--- src/rtl/awg_pkg.sv ---
// Shared constants, reset defaults and parser state encoding for the AWG command controller.
package awg_pkg;

  localparam logic [7:0] SYNC_BYTE  = 8'hA5;
  localparam logic [7:0] CMD_TYPE   = 8'h01;
  localparam logic [7:0] CMD_FREQ   = 8'h02;
  localparam logic [7:0] CMD_AMP    = 8'h03;
  localparam logic [7:0] CMD_OFS    = 8'h04;
  localparam logic [7:0] CMD_COMMIT = 8'h05;

  localparam logic [1:0]  DEF_TYPE = 2'd0;
  localparam logic [15:0] DEF_FREQ = 16'd0;
  localparam logic [9:0]  DEF_AMP  = 10'd512;
  localparam logic [9:0]  DEF_OFS  = 10'd512;

  typedef enum logic [2:0] {
    S_IDLE = 3'd0,
    S_CMD  = 3'd1,
    S_DHI  = 3'd2,
    S_DLO  = 3'd3,
    S_CHK  = 3'd4
  } state_t;

  // True when the command code is known and its payload fits the target register.
  function automatic logic cmd_in_range(input logic [7:0] cmd, input logic [15:0] d);
    case (cmd)
      CMD_TYPE:         cmd_in_range = (d[15:2] == 14'd0);
      CMD_FREQ:         cmd_in_range = 1'b1;
      CMD_AMP, CMD_OFS: cmd_in_range = (d[15:10] == 6'd0);
      CMD_COMMIT:       cmd_in_range = 1'b1;
      default:          cmd_in_range = 1'b0;
    endcase
  endfunction

endpackage

--- src/rtl/awg_cmd_ctrl_if.sv ---
// Byte-stream input and waveform-parameter outputs of the command controller.
interface awg_cmd_if;
  logic [7:0]  uart_data;
  logic        data_valid;
  logic [1:0]  waveform_type;
  logic [15:0] frequency;
  logic [9:0]  amplitude;
  logic [9:0]  dc_offset;
  logic        cfg_update;
  logic        cmd_ok;
  logic        cmd_err;
  logic [7:0]  err_count;

  modport master (
    output uart_data, data_valid,
    input  waveform_type, frequency, amplitude, dc_offset,
    input  cfg_update, cmd_ok, cmd_err, err_count
  );

  modport slave (
    input  uart_data, data_valid,
    output waveform_type, frequency, amplitude, dc_offset,
    output cfg_update, cmd_ok, cmd_err, err_count
  );
endinterface

--- src/rtl/awg_byte_timer.sv ---
// Inter-byte idle counter: restarts on every byte, runs only inside a frame.
module awg_byte_timer #(
  parameter int TIMEOUT_CYCLES = 100000
) (
  input  logic clk,
  input  logic rst_n,
  input  logic i_clear,
  input  logic i_enable,
  output logic o_expire
);

  localparam int CNT_W = (TIMEOUT_CYCLES > 1) ? $clog2(TIMEOUT_CYCLES) : 1;
  localparam logic [CNT_W-1:0] LAST = CNT_W'(TIMEOUT_CYCLES - 1);

  logic [CNT_W-1:0] r_cnt;

  always_ff @(posedge clk or negedge rst_n) begin
    if (!rst_n)
      r_cnt <= '0;
    else if (i_clear || !i_enable)
      r_cnt <= '0;
    else if (r_cnt != LAST)
      r_cnt <= r_cnt + 1'b1;
  end

  // A byte arriving in the expiry cycle wins, so clear masks the expire.
  assign o_expire = i_enable && !i_clear && (r_cnt == LAST);

endmodule

--- src/rtl/awg_cmd_ctrl.sv ---
// Framed command parser with checksum/timeout validation, shadow staging and atomic commit.
module awg_cmd_ctrl
  import awg_pkg::*;
#(
  parameter int TIMEOUT_CYCLES = 100000
) (
  input  logic     clk,
  input  logic     rst_n,
  awg_cmd_if.slave bus
);

  state_t      r_state, w_next;
  logic [7:0]  r_cmd, r_dhi, r_dlo;
  logic [1:0]  r_sh_type, r_act_type;
  logic [15:0] r_sh_freq, r_act_freq;
  logic [9:0]  r_sh_amp,  r_act_amp;
  logic [9:0]  r_sh_ofs,  r_act_ofs;
  logic        r_cfg_update, r_cmd_ok, r_cmd_err;
  logic [7:0]  r_err_count;

  logic        w_expire;
  logic        w_decide;
  logic        w_frame_good;
  logic        w_accept;
  logic        w_reject;
  logic [15:0] w_data;

  awg_byte_timer #(
    .TIMEOUT_CYCLES(TIMEOUT_CYCLES)
  ) u_timer (
    .clk      (clk),
    .rst_n    (rst_n),
    .i_clear  (bus.data_valid),
    .i_enable (r_state != S_IDLE),
    .o_expire (w_expire)
  );

  always_ff @(posedge clk or negedge rst_n) begin
    if (!rst_n)
      r_state <= S_IDLE;
    else
      r_state <= w_next;
  end

  always_comb begin
    w_next       = r_state;
    w_decide     = 1'b0;
    w_data       = {r_dhi, r_dlo};
    w_frame_good = (bus.uart_data == (r_cmd ^ r_dhi ^ r_dlo)) && cmd_in_range(r_cmd, w_data);
    case (r_state)
      S_IDLE: if (bus.data_valid && bus.uart_data == SYNC_BYTE) w_next = S_CMD;
      S_CMD:  if (bus.data_valid) w_next = S_DHI;
      S_DHI:  if (bus.data_valid) w_next = S_DLO;
      S_DLO:  if (bus.data_valid) w_next = S_CHK;
      S_CHK: begin
        if (bus.data_valid) begin
          w_next   = S_IDLE;
          w_decide = 1'b1;
        end
      end
      default: w_next = S_IDLE;
    endcase
    if (w_expire)
      w_next = S_IDLE;
  end

  assign w_accept = w_decide && w_frame_good;
  assign w_reject = (w_decide && !w_frame_good) || w_expire;

  always_ff @(posedge clk or negedge rst_n) begin
    if (!rst_n) begin
      r_cmd <= '0;
      r_dhi <= '0;
      r_dlo <= '0;
    end else if (bus.data_valid) begin
      if (r_state == S_CMD) r_cmd <= bus.uart_data;
      if (r_state == S_DHI) r_dhi <= bus.uart_data;
      if (r_state == S_DLO) r_dlo <= bus.uart_data;
    end
  end

  // Commit copies the pre-edge shadow contents, so all four outputs change together.
  always_ff @(posedge clk or negedge rst_n) begin
    if (!rst_n) begin
      r_sh_type    <= DEF_TYPE;
      r_sh_freq    <= DEF_FREQ;
      r_sh_amp     <= DEF_AMP;
      r_sh_ofs     <= DEF_OFS;
      r_act_type   <= DEF_TYPE;
      r_act_freq   <= DEF_FREQ;
      r_act_amp    <= DEF_AMP;
      r_act_ofs    <= DEF_OFS;
      r_cfg_update <= 1'b0;
    end else begin
      r_cfg_update <= 1'b0;
      if (w_accept) begin
        case (r_cmd)
          CMD_TYPE: r_sh_type <= w_data[1:0];
          CMD_FREQ: r_sh_freq <= w_data;
          CMD_AMP:  r_sh_amp  <= w_data[9:0];
          CMD_OFS:  r_sh_ofs  <= w_data[9:0];
          CMD_COMMIT: begin
            r_act_type   <= r_sh_type;
            r_act_freq   <= r_sh_freq;
            r_act_amp    <= r_sh_amp;
            r_act_ofs    <= r_sh_ofs;
            r_cfg_update <= 1'b1;
          end
          default: ;
        endcase
      end
    end
  end

  always_ff @(posedge clk or negedge rst_n) begin
    if (!rst_n) begin
      r_cmd_ok    <= 1'b0;
      r_cmd_err   <= 1'b0;
      r_err_count <= '0;
    end else begin
      r_cmd_ok  <= w_accept;
      r_cmd_err <= w_reject;
      if (w_reject && r_err_count != 8'hFF)
        r_err_count <= r_err_count + 8'd1;
    end
  end

  assign bus.waveform_type = r_act_type;
  assign bus.frequency     = r_act_freq;
  assign bus.amplitude     = r_act_amp;
  assign bus.dc_offset     = r_act_ofs;
  assign bus.cfg_update    = r_cfg_update;
  assign bus.cmd_ok        = r_cmd_ok;
  assign bus.cmd_err       = r_cmd_err;
  assign bus.err_count     = r_err_count;

endmodule
--- src/flat_wrapper.sv ---
// flat-port wrapper written by rule: the top's interface ports become plain ports
module awg_cmd_ctrl_flat import awg_pkg::*;
#(
  parameter int TIMEOUT_CYCLES = 100000
)
  (clk, rst_n, bus_uart_data, bus_data_valid, bus_waveform_type, bus_frequency, bus_amplitude, bus_dc_offset, bus_cfg_update, bus_cmd_ok, bus_cmd_err, bus_err_count);
  awg_cmd_if bus_i ();
  input  logic clk;
  input  logic rst_n;
  input wire logic [$bits(bus_i.uart_data)-1:0] bus_uart_data;
  input wire logic [$bits(bus_i.data_valid)-1:0] bus_data_valid;
  output wire logic [$bits(bus_i.waveform_type)-1:0] bus_waveform_type;
  output wire logic [$bits(bus_i.frequency)-1:0] bus_frequency;
  output wire logic [$bits(bus_i.amplitude)-1:0] bus_amplitude;
  output wire logic [$bits(bus_i.dc_offset)-1:0] bus_dc_offset;
  output wire logic [$bits(bus_i.cfg_update)-1:0] bus_cfg_update;
  output wire logic [$bits(bus_i.cmd_ok)-1:0] bus_cmd_ok;
  output wire logic [$bits(bus_i.cmd_err)-1:0] bus_cmd_err;
  output wire logic [$bits(bus_i.err_count)-1:0] bus_err_count;
  assign bus_i.uart_data = bus_uart_data;
  assign bus_i.data_valid = bus_data_valid;
  assign bus_waveform_type = bus_i.waveform_type;
  assign bus_frequency = bus_i.frequency;
  assign bus_amplitude = bus_i.amplitude;
  assign bus_dc_offset = bus_i.dc_offset;
  assign bus_cfg_update = bus_i.cfg_update;
  assign bus_cmd_ok = bus_i.cmd_ok;
  assign bus_cmd_err = bus_i.cmd_err;
  assign bus_err_count = bus_i.err_count;
  awg_cmd_ctrl #(.TIMEOUT_CYCLES(TIMEOUT_CYCLES)) u_core (.clk(clk), .rst_n(rst_n), .bus(bus_i));
endmodule
--- config.mk ---
export PLATFORM = sky130hd
export DESIGN_NAME = awg_cmd_ctrl_flat
export DESIGN_NICKNAME = d
export VERILOG_FILES = /design/src/rtl/awg_pkg.sv /design/src/rtl/awg_cmd_ctrl_if.sv /design/src/rtl/awg_byte_timer.sv /design/src/rtl/awg_cmd_ctrl.sv /design/src/flat_wrapper.sv
export SDC_FILE = /design/constraint.sdc
export NUM_CORES = 1
export LEC_CHECK = 0
export CORE_UTILIZATION = 51
export DETAILED_ROUTE_END_ITERATION = 16
export PLACE_DENSITY = 0.76
export SLEW_MARGIN = 25
export SYNTH_ARGS = -nofsm -noshare
export SYNTH_HDL_FRONTEND = slang
export SYNTH_HIERARCHICAL = 1
export SYNTH_SLANG_ARGS = --single-unit
--- constraint.sdc ---
create_clock -name clk -period 2.35 [get_ports clk]
set_input_delay 0.705 -clock clk [delete_from_list [all_inputs] [get_ports clk]]
set_output_delay 0.705 -clock clk [all_outputs]
set_load 0.02 [all_outputs]
==> results of run 1 <==
synthesized netlist by cell type (2+ instances only):
| cell type | n | area share |
|---|---|---|
| nor2b_1 | 2 | 0.0021 |
| buf_2 | 3 | 0.0026 |
| nor4_2 | 3 | 0.0064 |
| clkbuf_1 | 5 | 0.0032 |
| nor3_1 | 11 | 0.0095 |
| mux2_2 | 90 | 0.17 |
| and3_1 | 2 | 0.0021 |
| nor4b_2 | 3 | 0.0077 |
| dfstp_2 | 4 | 0.018 |
| nand3_1 | 14 | 0.012 |
| dfrtp_1 | 127 | 0.55 |
| a211o_1 | 2 | 0.0030 |
| mux2_4 | 9 | 0.023 |
| buf_6 | 2 | 0.0039 |
| ha_1 | 2 | 0.0043 |
| xnor2_1 | 26 | 0.039 |
| a31oi_1 | 3 | 0.0032 |
| and4_4 | 2 | 0.0039 |
| nor4_1 | 4 | 0.0043 |
| o31ai_1 | 2 | 0.0026 |
| nand2_1 | 13 | 0.0084 |
| nand4_2 | 2 | 0.0043 |
| nor4bb_1 | 3 | 0.0052 |
| nand4b_1 | 2 | 0.0030 |
| a21oi_1 | 5 | 0.0043 |
| nand2b_1 | 2 | 0.0021 |
| or3_1 | 2 | 0.0021 |
| and4_1 | 2 | 0.0030 |
| buf_4 | 5 | 0.0064 |
| nor2_1 | 21 | 0.014 |
| xor2_1 | 15 | 0.023 |
| o21ai_0 | 4 | 0.0034 |
| inv_1 | 6 | 0.0039 |
| nand4_1 | 7 | 0.0075 |
layer usage:
| layer | global-route usage | routed length [µm] | vias to the layer above |
|---|---|---|---|
| li1 | - | - | 1814 |
| met1 | 0.312 | 5870 | 2039 |
| met5 | 0 | 0 | - |
| met3 | 0.0550 | 527 | 19 |
| met4 | 0.117 | 223 | 0 |
| met2 | 0.405 | 7070 | 90 |
worst register-to-register path: stages (launching register included):
cell	delay [ps]
dfrtp_1	410
nor4_4	380
nand3_1	160
o32a_1	370
a2111oi_4	380
buf_4	190
nand2b_4	70
nor3b_4	210
buf_6	160
mux2_4	300
state kept, by name, indices dropped and copies added (netlist names), 10 cells and up:
name / count
u_core/u_timer/r_cnt: 17
u_core/bus.frequency: 16
u_core/r_sh_freq: 16
u_core/bus.amplitude: 10
u_core/bus.dc_offset: 10
u_core/r_sh_amp: 10
u_core/r_sh_ofs: 10
worst paths after layout:
kind,to,slack (ps)
setup / recovery,u_core/r_sh_ofs[7],-420
min in group clk,u_core/bus.err_count[5],500
hold / removal,u_core/bus.amplitude[7],300
hold reg to reg,u_core/bus.err_count[5],500
max in group asynchronous,u_core/bus.dc_offset[9],1710
setup reg to reg,u_core/r_sh_ofs[7],-420
logic make-up after synthesis:
| logic type | after synthesis |
|---|---|
| fa+ha+maj | 2 |
| mux | 101 |
| compound gates | 22 |
| xor+xnor | 41 |
| flops | 131 |
| buf+inv | 23 |
| simple gates | 101 |
power by group:
part	internal (mW)	switching (mW)
combinational	1.13	0.962
clock	1.55	0.914
sequential	2.52	0.279
through the flow:
step	setup TNS, ps	utilization
floorplan	-7550	-
CTS	-18060	0.733
global placement	-59290	0.649
global route	-38700	0.747
finish	-30460	0.747
detailed placement	-64470	0.649
cell usage in the layout, fill, tap and decap left out, types with 3 or more instances in the layout:
cell	instances
dfrtp_1	127
mux2_4	67
buf_4	66
clkdlybuf4s50_1	50
mux2_2	33
xnor2_1	25
nor2_1	20
clkbuf_16	18
xor2_1	15
buf_6	14
nand2_1	13
nand3_1	13
buf_12	10
dlygate4sd2_1	8
nor3_1	8
nand4_1	7
clkbuf_1	5
a21oi_1	5
inv_1	5
clkbuf_8	4
dfstp_2	4
clkinv_2	3
nor4_2	3
nor4_4	3
nor3_4	3
nor4bb_1	3
nor4b_2	3
o21ai_0	3
a31oi_1	3
timing repair:
item	CTS	global route
setup endpoints to repair	85	86
pin swaps	13	17
setup buffers	17	10
resized for setup	66	37
hold endpoints to repair	0	0
gates cloned	2	2
layout make-up:
class	count	area, µm²	area share
multi-input combinational	267	2720	0.331
tap	140	175	0.0214
inverter	6	22.5	0.00275
sequential	131	3280	0.400
timing repair buffer	149	1450	0.177
clock inverter	5	52.6	0.00641
clock buffer	26	499	0.0609
==> out/qor.txt, run 1 <==
======================================================================================
Status .................................................................. finished, violations left
Failing checks .......................................................... setup timing
Crit-path leading delay family .......................................... simple AND/OR/NAND/NOR gates
Weighted congestion reported at the end of routability-driven placement .        0.846
Die width ...............................................................       109 µm
Async set-or-reset flop fraction in the synthesized netlist .............         1.00
Count of buffering cells on the critical path with inverters included ...            2
Placement Cell Area .....................................................     7130 µm²
Cell depth of the worst setup path ......................................            9
Standby leakage power ...................................................      3.71 nW
Share of the cycle needed by the critical path after routing ............         1.18
Number of H-tree branching levels .......................................            4
Largest family of logic cells by synthesized area ....................... multiplexers
Count of flip-flops with a built-in enable after synthesis ..............            0
Path depth of the worst reg2reg path ....................................            9
Final critical delay including setup and external delays ................      2770 ps
Number of instances in the placed design ................................          672
Total standard cell area after synthesis ................................     5820 µm²
Min-Delay Path Class .................................................... input port to async pin
Placement Setup Slack ...................................................      -820 ps
Detailed-route wire length ..............................................    13,700 µm
Max Slew Vio Count ......................................................            0
Wire length per cell after detailed routing .............................      18.9 µm
Number of clock buffers inserted by TritonCTS ...........................           17
Die Area ................................................................   11,800 µm²
Clock latency at the later pin of the worst-skew pair ...................       420 ps
Fraction of the mapped netlist area in simple logic gates ...............        0.110
Overall track demand over capacity in global routing ....................        0.247
Max Fclk ................................................................      361 MHz
Via-to-Cell Ratio .......................................................         5.47
Floorplan core area .....................................................   11,000 µm²
Pwr dens ................................................................   898 nW/µm²
Synthesized instance count ..............................................          421
Buffer depth of the longest clock path ..................................            2
WP data arrival .........................................................      3070 ps
Number of global-route vias before repair ...............................        4,174
Via Count ...............................................................        3,962
Maximum number of pins on one net before global-route repair ............           67
Fraction of layout cells with a size suffix above 1 .....................        0.430
Post-detail-place hpwl ..................................................      8380 µm
Antenna Diode Count .....................................................            0
Count of maximum capacitance violations .................................            0
Area growth syn-to-layout ...............................................        40.8%
Complex-gate fraction of the synthesized area ...........................       0.0327
Post-layout net count ...................................................          585
Crit Path Category ...................................................... flop to flop
Root cell of the clock tree .............................................    clkbuf_16
Slew HR .................................................................        0.298
Number of remaining DRC errors ..........................................            0
Sequential fraction of the synthesis area ...............................        0.564
Area of all placed cells without fillers ................................     8200 µm²
TritonCTS clock tree ....................................................          yes
Non-Filler Instances ....................................................          724
Worst R2R Start ......................................................... u_core/r_cmd[7]
Worst slew pin tran .....................................................      1050 ps
Area share of xor/xnor cells in the synthesized design ..................       0.0617
Adder-Cell Fraction of Synth Area .......................................      0.00430
Top FF cell, synth ......................................................      dfrtp_1
Number of DRC violations after detailed-routing iteration 0 .............          203
CP Capture Type .........................................................         flop
Hold buffers post-CTS ...................................................            0
Reg clk slew, reported paths ............................................        50 ps
Total congestion overflow ...............................................            0
Critical path fanouts, max ..............................................            5
TritonCTS Sinks .........................................................          131
Worst path cell trace ................................................... nor4_4 -> nand3_1 -> o32a_1 -> a2111oi_4 -> buf_4 -> nand2b_4 -> nor3b_4 -> buf_6 -> mux2_4
Launching element of the worst setup path ............................... u_core/r_cmd[7]
Count of TritonRoute iterations in the first routing pass ...............            4
Filler cells ............................................................          684
Standard-cell rows ......................................................           38
I/O pin count ...........................................................           60
Die Height ..............................................................       109 µm
Net count after synthesis ...............................................          434
Final number of hold-violating endpoints ................................            0
Peak supply drop ........................................................     0.617 mV
Worst endpoint required time ............................................      2650 ps
Count of nets left with antenna violations after detail routing .........            0
Final Setup Violations ..................................................           86
Worst path slowest cell .................................................      dfrtp_1
Worst path setup slack after routing ....................................      -418 ps
Average cell area after synthesis .......................................     13.8 µm²
Yosys warnings ..........................................................            6
Number of flip-flops and latches in the synthesized netlist .............          131
First-pass GRT wire length ..............................................    21,600 µm
Mux cell area share after synthesis .....................................        0.201
Number of distinct standard cells referenced by the synthesized netlist .           50
Worst hold slack ........................................................       302 ps
Slowest Stage Delay on Critical Path ....................................       410 ps
Crit start category .....................................................         flop
Port bufs ...............................................................           59
Total power of the final layout .........................................      7.36 mW
Antenna violations before repair ........................................            0
Starting utilization of the core area ...................................        0.530
Worst clock skew ........................................................      6.23 ps
RSZ-0062 raised after global routing ....................................          yes
======================================================================================
Power figures use the tool's default switching activity.
==> run 2, diff against run 1 <==
- SLEW_MARGIN: 25 -> not set
==> results of run 2 <==
Same layout as run 1: the final DEF is identical, and so are final timing and power.
